[src/rtl/dmem_arb.sv]
`default_nettype none
// ============================================================================
//  Module   : dmem_arb
//  Purpose  : Two-requester round-robin arbiter in front of the single-port,
//             synchronous-read data memory. Requester 0 is the core load/store
//             port, requester 1 the host loader/debug port. At most one access
//             is issued every two cycles; a requester may lock ownership
//             across consecutive accesses for atomic read-modify-write.
//  Revision : 1.0  initial release
// ============================================================================
module dmem_arb #(
  parameter int DATA_W = 8,
  parameter int ADDR_W = 4,
  parameter int DEPTH  = 16
) (
  input  logic              clk,
  input  logic              rst,
  input  logic              req0,
  input  logic              we0,
  input  logic              lock0,
  input  logic [ADDR_W-1:0] addr0,
  input  logic [DATA_W-1:0] wdata0,
  output logic              gnt0,
  output logic              rvalid0,
  output logic [DATA_W-1:0] rdata0,
  input  logic              req1,
  input  logic              we1,
  input  logic              lock1,
  input  logic [ADDR_W-1:0] addr1,
  input  logic [DATA_W-1:0] wdata1,
  output logic              gnt1,
  output logic              rvalid1,
  output logic [DATA_W-1:0] rdata1,
  output logic              mem_en,
  output logic              mem_we,
  output logic [ADDR_W-1:0] mem_addr,
  output logic [DATA_W-1:0] mem_wdata,
  input  logic [DATA_W-1:0] mem_rdata
);

  localparam logic [0:0] IDLE  = 1'b0;
  localparam logic [0:0] ISSUE = 1'b1;

  // DEPTH only documents the memory size; flag an inconsistent setting early.
  generate
    if (DEPTH != (1 << ADDR_W)) begin : g_depth_mismatch
      $error("dmem_arb: DEPTH must equal 2**ADDR_W");
    end
  endgenerate

  logic [0:0] state;
  logic [0:0] state_next;
  logic       sel;        // requester being served in ISSUE
  logic       last;       // requester served most recently
  logic       owner_vld;  // a lock is held
  logic       owner_id;   // which requester holds the lock
  logic       pick_vld;
  logic       pick;
  logic       owner_req;
  logic       we_sel;
  logic       lock_sel;

  assign owner_req = owner_id ? req1 : req0;
  assign we_sel    = sel ? we1   : we0;
  assign lock_sel  = sel ? lock1 : lock0;

  // Read data is broadcast; rvalid tells each requester when it is theirs.
  assign rdata0 = mem_rdata;
  assign rdata1 = mem_rdata;

  // Arbitration: locked owner first, then a lone requester, then round-robin.
  always_comb begin
    pick_vld = 1'b0;
    pick     = 1'b0;
    if (owner_vld && owner_req) begin
      pick_vld = 1'b1;
      pick     = owner_id;
    end else if (req0 ^ req1) begin
      pick_vld = 1'b1;
      pick     = req1;
    end else if (req0 && req1) begin
      pick_vld = 1'b1;
      pick     = ~last;
    end
  end

  // Next state: IDLE waits for a winner, ISSUE always lasts one cycle.
  always_comb begin
    state_next = state;
    case (state)
      IDLE:    if (pick_vld) state_next = ISSUE;
      ISSUE:   state_next = IDLE;
      default: state_next = IDLE;
    endcase
  end

  // State register plus winner, round-robin history, lock owner and rvalid.
  always_ff @(posedge clk) begin
    if (rst) begin
      state     <= IDLE;
      sel       <= 1'b0;
      last      <= 1'b1;
      owner_vld <= 1'b0;
      owner_id  <= 1'b0;
      rvalid0   <= 1'b0;
      rvalid1   <= 1'b0;
    end else begin
      state   <= state_next;
      rvalid0 <= (state == ISSUE) && !sel && !we_sel;
      rvalid1 <= (state == ISSUE) &&  sel && !we_sel;
      if (state == IDLE) begin
        if (pick_vld) sel <= pick;
        // An owner that stops requesting gives up its lock.
        if (owner_vld && !owner_req) owner_vld <= 1'b0;
      end else begin
        last      <= sel;
        owner_vld <= lock_sel;
        owner_id  <= sel;
      end
    end
  end

  // Memory strobes and grants are driven only during ISSUE, from sel's inputs.
  always_comb begin
    mem_en    = 1'b0;
    mem_we    = 1'b0;
    mem_addr  = '0;
    mem_wdata = '0;
    gnt0      = 1'b0;
    gnt1      = 1'b0;
    if (state == ISSUE) begin
      mem_en    = 1'b1;
      mem_we    = we_sel;
      mem_addr  = sel ? addr1  : addr0;
      mem_wdata = sel ? wdata1 : wdata0;
      gnt0      = ~sel;
      gnt1      = sel;
    end
  end

endmodule
`default_nettype wire

[config.mk]
export PLATFORM = sky130hd
export DESIGN_NAME = dmem_arb
export DESIGN_NICKNAME = d
export VERILOG_FILES = /design/src/rtl/dmem_arb.sv
export SDC_FILE = /design/constraint.sdc
export NUM_CORES = 1
export LEC_CHECK = 0
export BUFFER_PORTS_ARGS = -buffer_cell sky130_fd_sc_hd__buf_2
export CAP_MARGIN = 25
export CORE_MARGIN = 1.5
export CORE_UTILIZATION = 35
export DETAILED_ROUTE_END_ITERATION = 8
export MAX_ROUTING_LAYER = met4
export PLACE_DENSITY_LB_ADDON = 0.12
export SLEW_MARGIN = 25
export SYNTH_ARGS = -nofsm -noshare
export SYNTH_HDL_FRONTEND = slang
export SYNTH_SLANG_ARGS = --single-unit
[constraint.sdc]
create_clock -name clk -period 2.2 [get_ports clk]
set_clock_uncertainty 0.15 [all_clocks]
set_input_delay 0.11 -clock clk [delete_from_list [all_inputs] [get_ports clk]]
set_output_delay 0.11 -clock clk [all_outputs]
set_load 0.02 [all_outputs]
# Word-level counts from Yosys, hierarchy flattened
# Cells that the tools add are included.
dict set report totals {
  register_bits 7
  elab_cells 44
  in_bits 40
  out_inout_bits 34
}
dict set report op_classes {
  muxes 21
  reduce_logical 12
  bitwise_logic 4
}
# op n
set op_table {}
lappend op_table {{2-to-1 mux 1 bit} 16}
lappend op_table {{2-to-1 mux 8 bit} 2}
lappend op_table {{2-to-1 mux 4 bit} 2}
lappend op_table {{logical AND 1 bit} 7}
lappend op_table {{logical NOT 1 bit} 3}
lappend op_table {{inverter 1 bit} 3}
lappend op_table {{case mux 1 bit (2 select lines)} 1}
lappend op_table {{AND reduction 2 bit} 1}
lappend op_table {{nonzero test 2 bit} 1}
lappend op_table {{XOR 1 bit} 1}

# Depth between registers and ports, before layout
dict set report depth {
  depth_word 6
  mapped_depth 5
  ltp_nobuf 5
}

# Worst setup path before layout
# Ideal clock, no wire load.
dict set report synth_path {
  path_kind {register -> output}
  from {reg state}
  to {out mem_addr[3]}
  setup_slack_ps 660
  n_path_buf 1
  arrival_time_ps 1280
  stages_incl_launch_ff 4
  path_cell_list {dfxtp_1 clkinv_1 clkbuf_1 nor2_1}
}
dict set report synth_via {
  elab_chain_cells 1
}
# item line
set synth_rtl {}
lappend synth_rtl {{start, declared} 51} ;# logic [0:0] state;
lappend synth_rtl {{start signal, assigned} 108} ;# state <= state_next;
lappend synth_rtl {{2-to-1 mux 4 bit} 131} ;# if (state == ISSUE) begin
lappend synth_rtl {{end, declared} 36} ;# output logic [ADDR_W-1:0] mem_addr,
# Every way passes these cells.

# Final worst setup path
dict set report layout_path {
  from {reg state}
  to {reg rvalid0}
}
dict set report layout_via {
  elab_chain_cells 2
}
# item line
set layout_rtl {}
lappend layout_rtl {{logical AND 1 bit (2 in a row)} 109} ;# rvalid0 <= (state == ISSUE) && !sel && !we_sel;
lappend layout_rtl {{end signal, assigned} 109}
lappend layout_rtl {{end, declared} 24} ;# output logic rvalid0,
# Every way passes these cells.
# A chain may end at the register's enable or synchronous reset.

==> impl_metrics.py <==
metrics = {
    "setup_path": {
        "rr_startpoint": "state",
        "cp.required_ns": 2.24,
        "r2r_cells": 3,
        "r2r-end": "rvalid0",
        "critPathKind": "register to register",
        "worstSetupEndpointType": "register",
        "path_max_fanout": 17,
        "start_kind": "register",
        "ff2ff_setup_slack_ns": 0.24,
        "arrival_ns": 2.00,
    },
    "drt": {
        "drt-total-wl_mm": 1.54,
        "routed_via_density": 4.41,
        "vias": 644,
        "wire_per_inst_um": 10.6,
        "drtAntennaViolNets": 0,
        "drc": 0,
        "first_pass_iters": 4,
        "drtIter0Drc": 7,
    },
    "pwr": {
        "power.total_mw": 0.423,
        "ir_worst_vdd_mv": 0.214,
        "switchingPower_mw": 0.142,
        "p_int_mw": 0.280,
        "swShare": 0.337,
        "comb_power_share": 0.376,
        "power_frac_clock": 0.278,
        "power_density_nw_per_um2": 491,
        "p_leak_nw": 0.465,
        "share_seq_of_total_power": 0.346,
    },
    "sta": {
        "finalSetupTns_ns": 0,
        "setup_violations": 0,
        "slew_violations": 0,
        "fin_crit_sh": 0.890,
        "min_period_ns": 1.96,
        "fmax_mhz": 511,
        "relSlewSlack": 0.708,
        "hold_viol_final": 0,
        "worstMarginPinSlew_ns": 0.436,
        "rsz0062_at_grt": "false",
    },
    "global_routing": {
        "grt.total_usage": 0.144,
        "grt_max_degree": 18,
        "first_global_vias": 522,
        "grt_pass1_wl_mm": 2.10,
        "antenna_found_initial": 0,
        "grt-ovfl-total": 0,
    },
    "worst_hold_path": {
        "holdCritPathClass": "input pin to register",
        "min_to": "sel",
        "hp-start": "req1",
        "holdPathStages": 3,
    },
    "synthesis": {
        "synth.avg_cell_area_um2": 7.91,
        "yosys_warnings": 0,
        "yosysMostFrequentCell": "buf_4",
        "yosys.area.top_type_share": 0.219,
        "synthesis.nets": 123,
        "yosysTopAreaCell": "dfxtp_1",
        "synthDistinctLibCells": 23,
        "synth-edff-count": 0,
        "synth_ff_type": "dfxtp_1",
        "synth_cells": 81,
        "syn_area_um2": 641,
        "synth_area_leaders": "dfxtp_1 22%, buf_4 21%, mux2i_1 20%",
        "synth-seq-area-share": 0.219,
        "async_flop_share": 0,
        "ys_ff_latch": 7,
        "yosys-top-cells-count": "18 x buf_4, 16 x nor2_1, 13 x mux2i_1",
    },
    "final_layout": {
        "antenna_cells": 0,
        "drive_gt1_frac": 0.455,
        "post_layout_nonfiller_instances": 146,
        "final_cell_area_um2": 862,
        "area_growth_pct": 34.6,
        "nets": 164,
        "final_util": 0.499,
    },
    "cts": {
        "cts.htree.levels": 1,
        "cts_sinks": 7,
        "clkTransAtPathRegs_ns": 0.05,
        "clockBufferDepth": 2,
        "clk_latency_ns": 0.25,
        "numCtsBuffers": 3,
        "cts_root_buf": "clkbuf_4",
        "cts_tree": "yes",
        "cts_resized": 0,
    },
    "place": {
        "placed_cell_area_um2": 786,
        "dp.cells": 137,
        "numPortBuffers": 49,
        "place.gp.congestion": 0.742,
        "place_hpwl_mm": 1.14,
    },
    "floorplanning": {
        "die-area_um2": 2100,
        "rows": 15,
        "start_util": 0.371,
        "dieWidth_um": 45.8,
        "fp.coreArea_um2": 1730,
        "ioPinCount": 74,
        "die_h_um": 45.8,
    },
    "run": {
        "maxCapViolations": 0,
    },
    "status": {
        "status": "completed",
    },
}
## routing by layer
layer	GRT usage	wire, um	vias to the layer above
met5	-	0	-
met4	0.0800	14	0
met3	0.0238	112	2
met2	0.237	792	26
met1	0.163	624	282
li1	-	-	334
## registers in the layout, indices dropped and copies added, names as in the netlist
| register | cells |
|---|---|
| last | 1 |
| owner_id | 1 |
| owner_vld | 1 |
| rvalid0 | 1 |
| rvalid1 | 1 |
| sel | 1 |
| state | 1 |
## power by group through the flow
| stage | Clock [mW] | Combinational (mW) | Sequential [mW] |
|---|---|---|---|
| after CTS | 0.122 | 0.160 | 0.146 |
| after floorplan | 0 | 0.143 | 0.145 |
| final | 0.118 | 0.159 | 0.146 |
| after global routing | 0.134 | 0.175 | 0.148 |
| after global placement | 0 | 0.152 | 0.149 |
| after detailed placement | 0 | 0.154 | 0.149 |
## stage by stage
stage / worst slack, ns / hold slack (ns)
after global placement: 0.692 / 0.0702
after global routing: 0.0515 / 0.0529
final: 0.241 / 0.0512
after detailed placement: 0.679 / 0.0702
after CTS: 0.227 / 0.0446
after floorplan: 0.660 / 0.0291
## worst max-delay path, stage by stage, from the launching register on
cell and delay [ns]:
dfxtp_1 0.41, clkinv_1 0.40, nor4_1 0.36, dlygate4sd3_1 0.57
## cells in the final DEF, fill, tap and decap left out, types with 2 or more instances in the layout
master and instances:
a21oi_1 2, dfxtp_1 7, ha_1 2, inv_1 3, mux2i_1 13, buf_2 49, nor2_1 16, nand2_1 4
nor2b_1 2, clkbuf_4 3, dlygate4sd3_1 5
## kinds of logic after synthesis
family / count (synthesis) / share of synthesized area
compound gates: 7 / 0.0742
fa+ha+maj: 2 / 0.0391
buf+inv: 23 / 0.240
flops: 7 / 0.219
mux: 15 / 0.244
simple gates: 27 / 0.184
## how the worst max path moves through the flow
stage / startpoint / endpoint / slack (ns)
after global routing: state / rvalid0 / 0.05
after floorplan: state / mem_addr[3] / 0.66
after global placement: sel / mem_wdata[4] / 0.69
after detailed placement: sel / mem_wdata[0] / 0.68
final: state / rvalid0 / 0.24
after CTS: state / rvalid0 / 0.23
## cell type report
cell class              instances  area, um^2
fillers                       196         865
multi-input cells              51         347
repair buffers                 55         303
flip-flops and latches          7         140
well taps                      25        31.3
clock buffers                   4        26.3
inverters                       4        15.0
## repair_timing
action	4_1_cts	5_1_grt
setup buffers	0	0
hold buffers	5	0
hold endpoints to repair	6	0
Power figures use the tool's default switching activity.
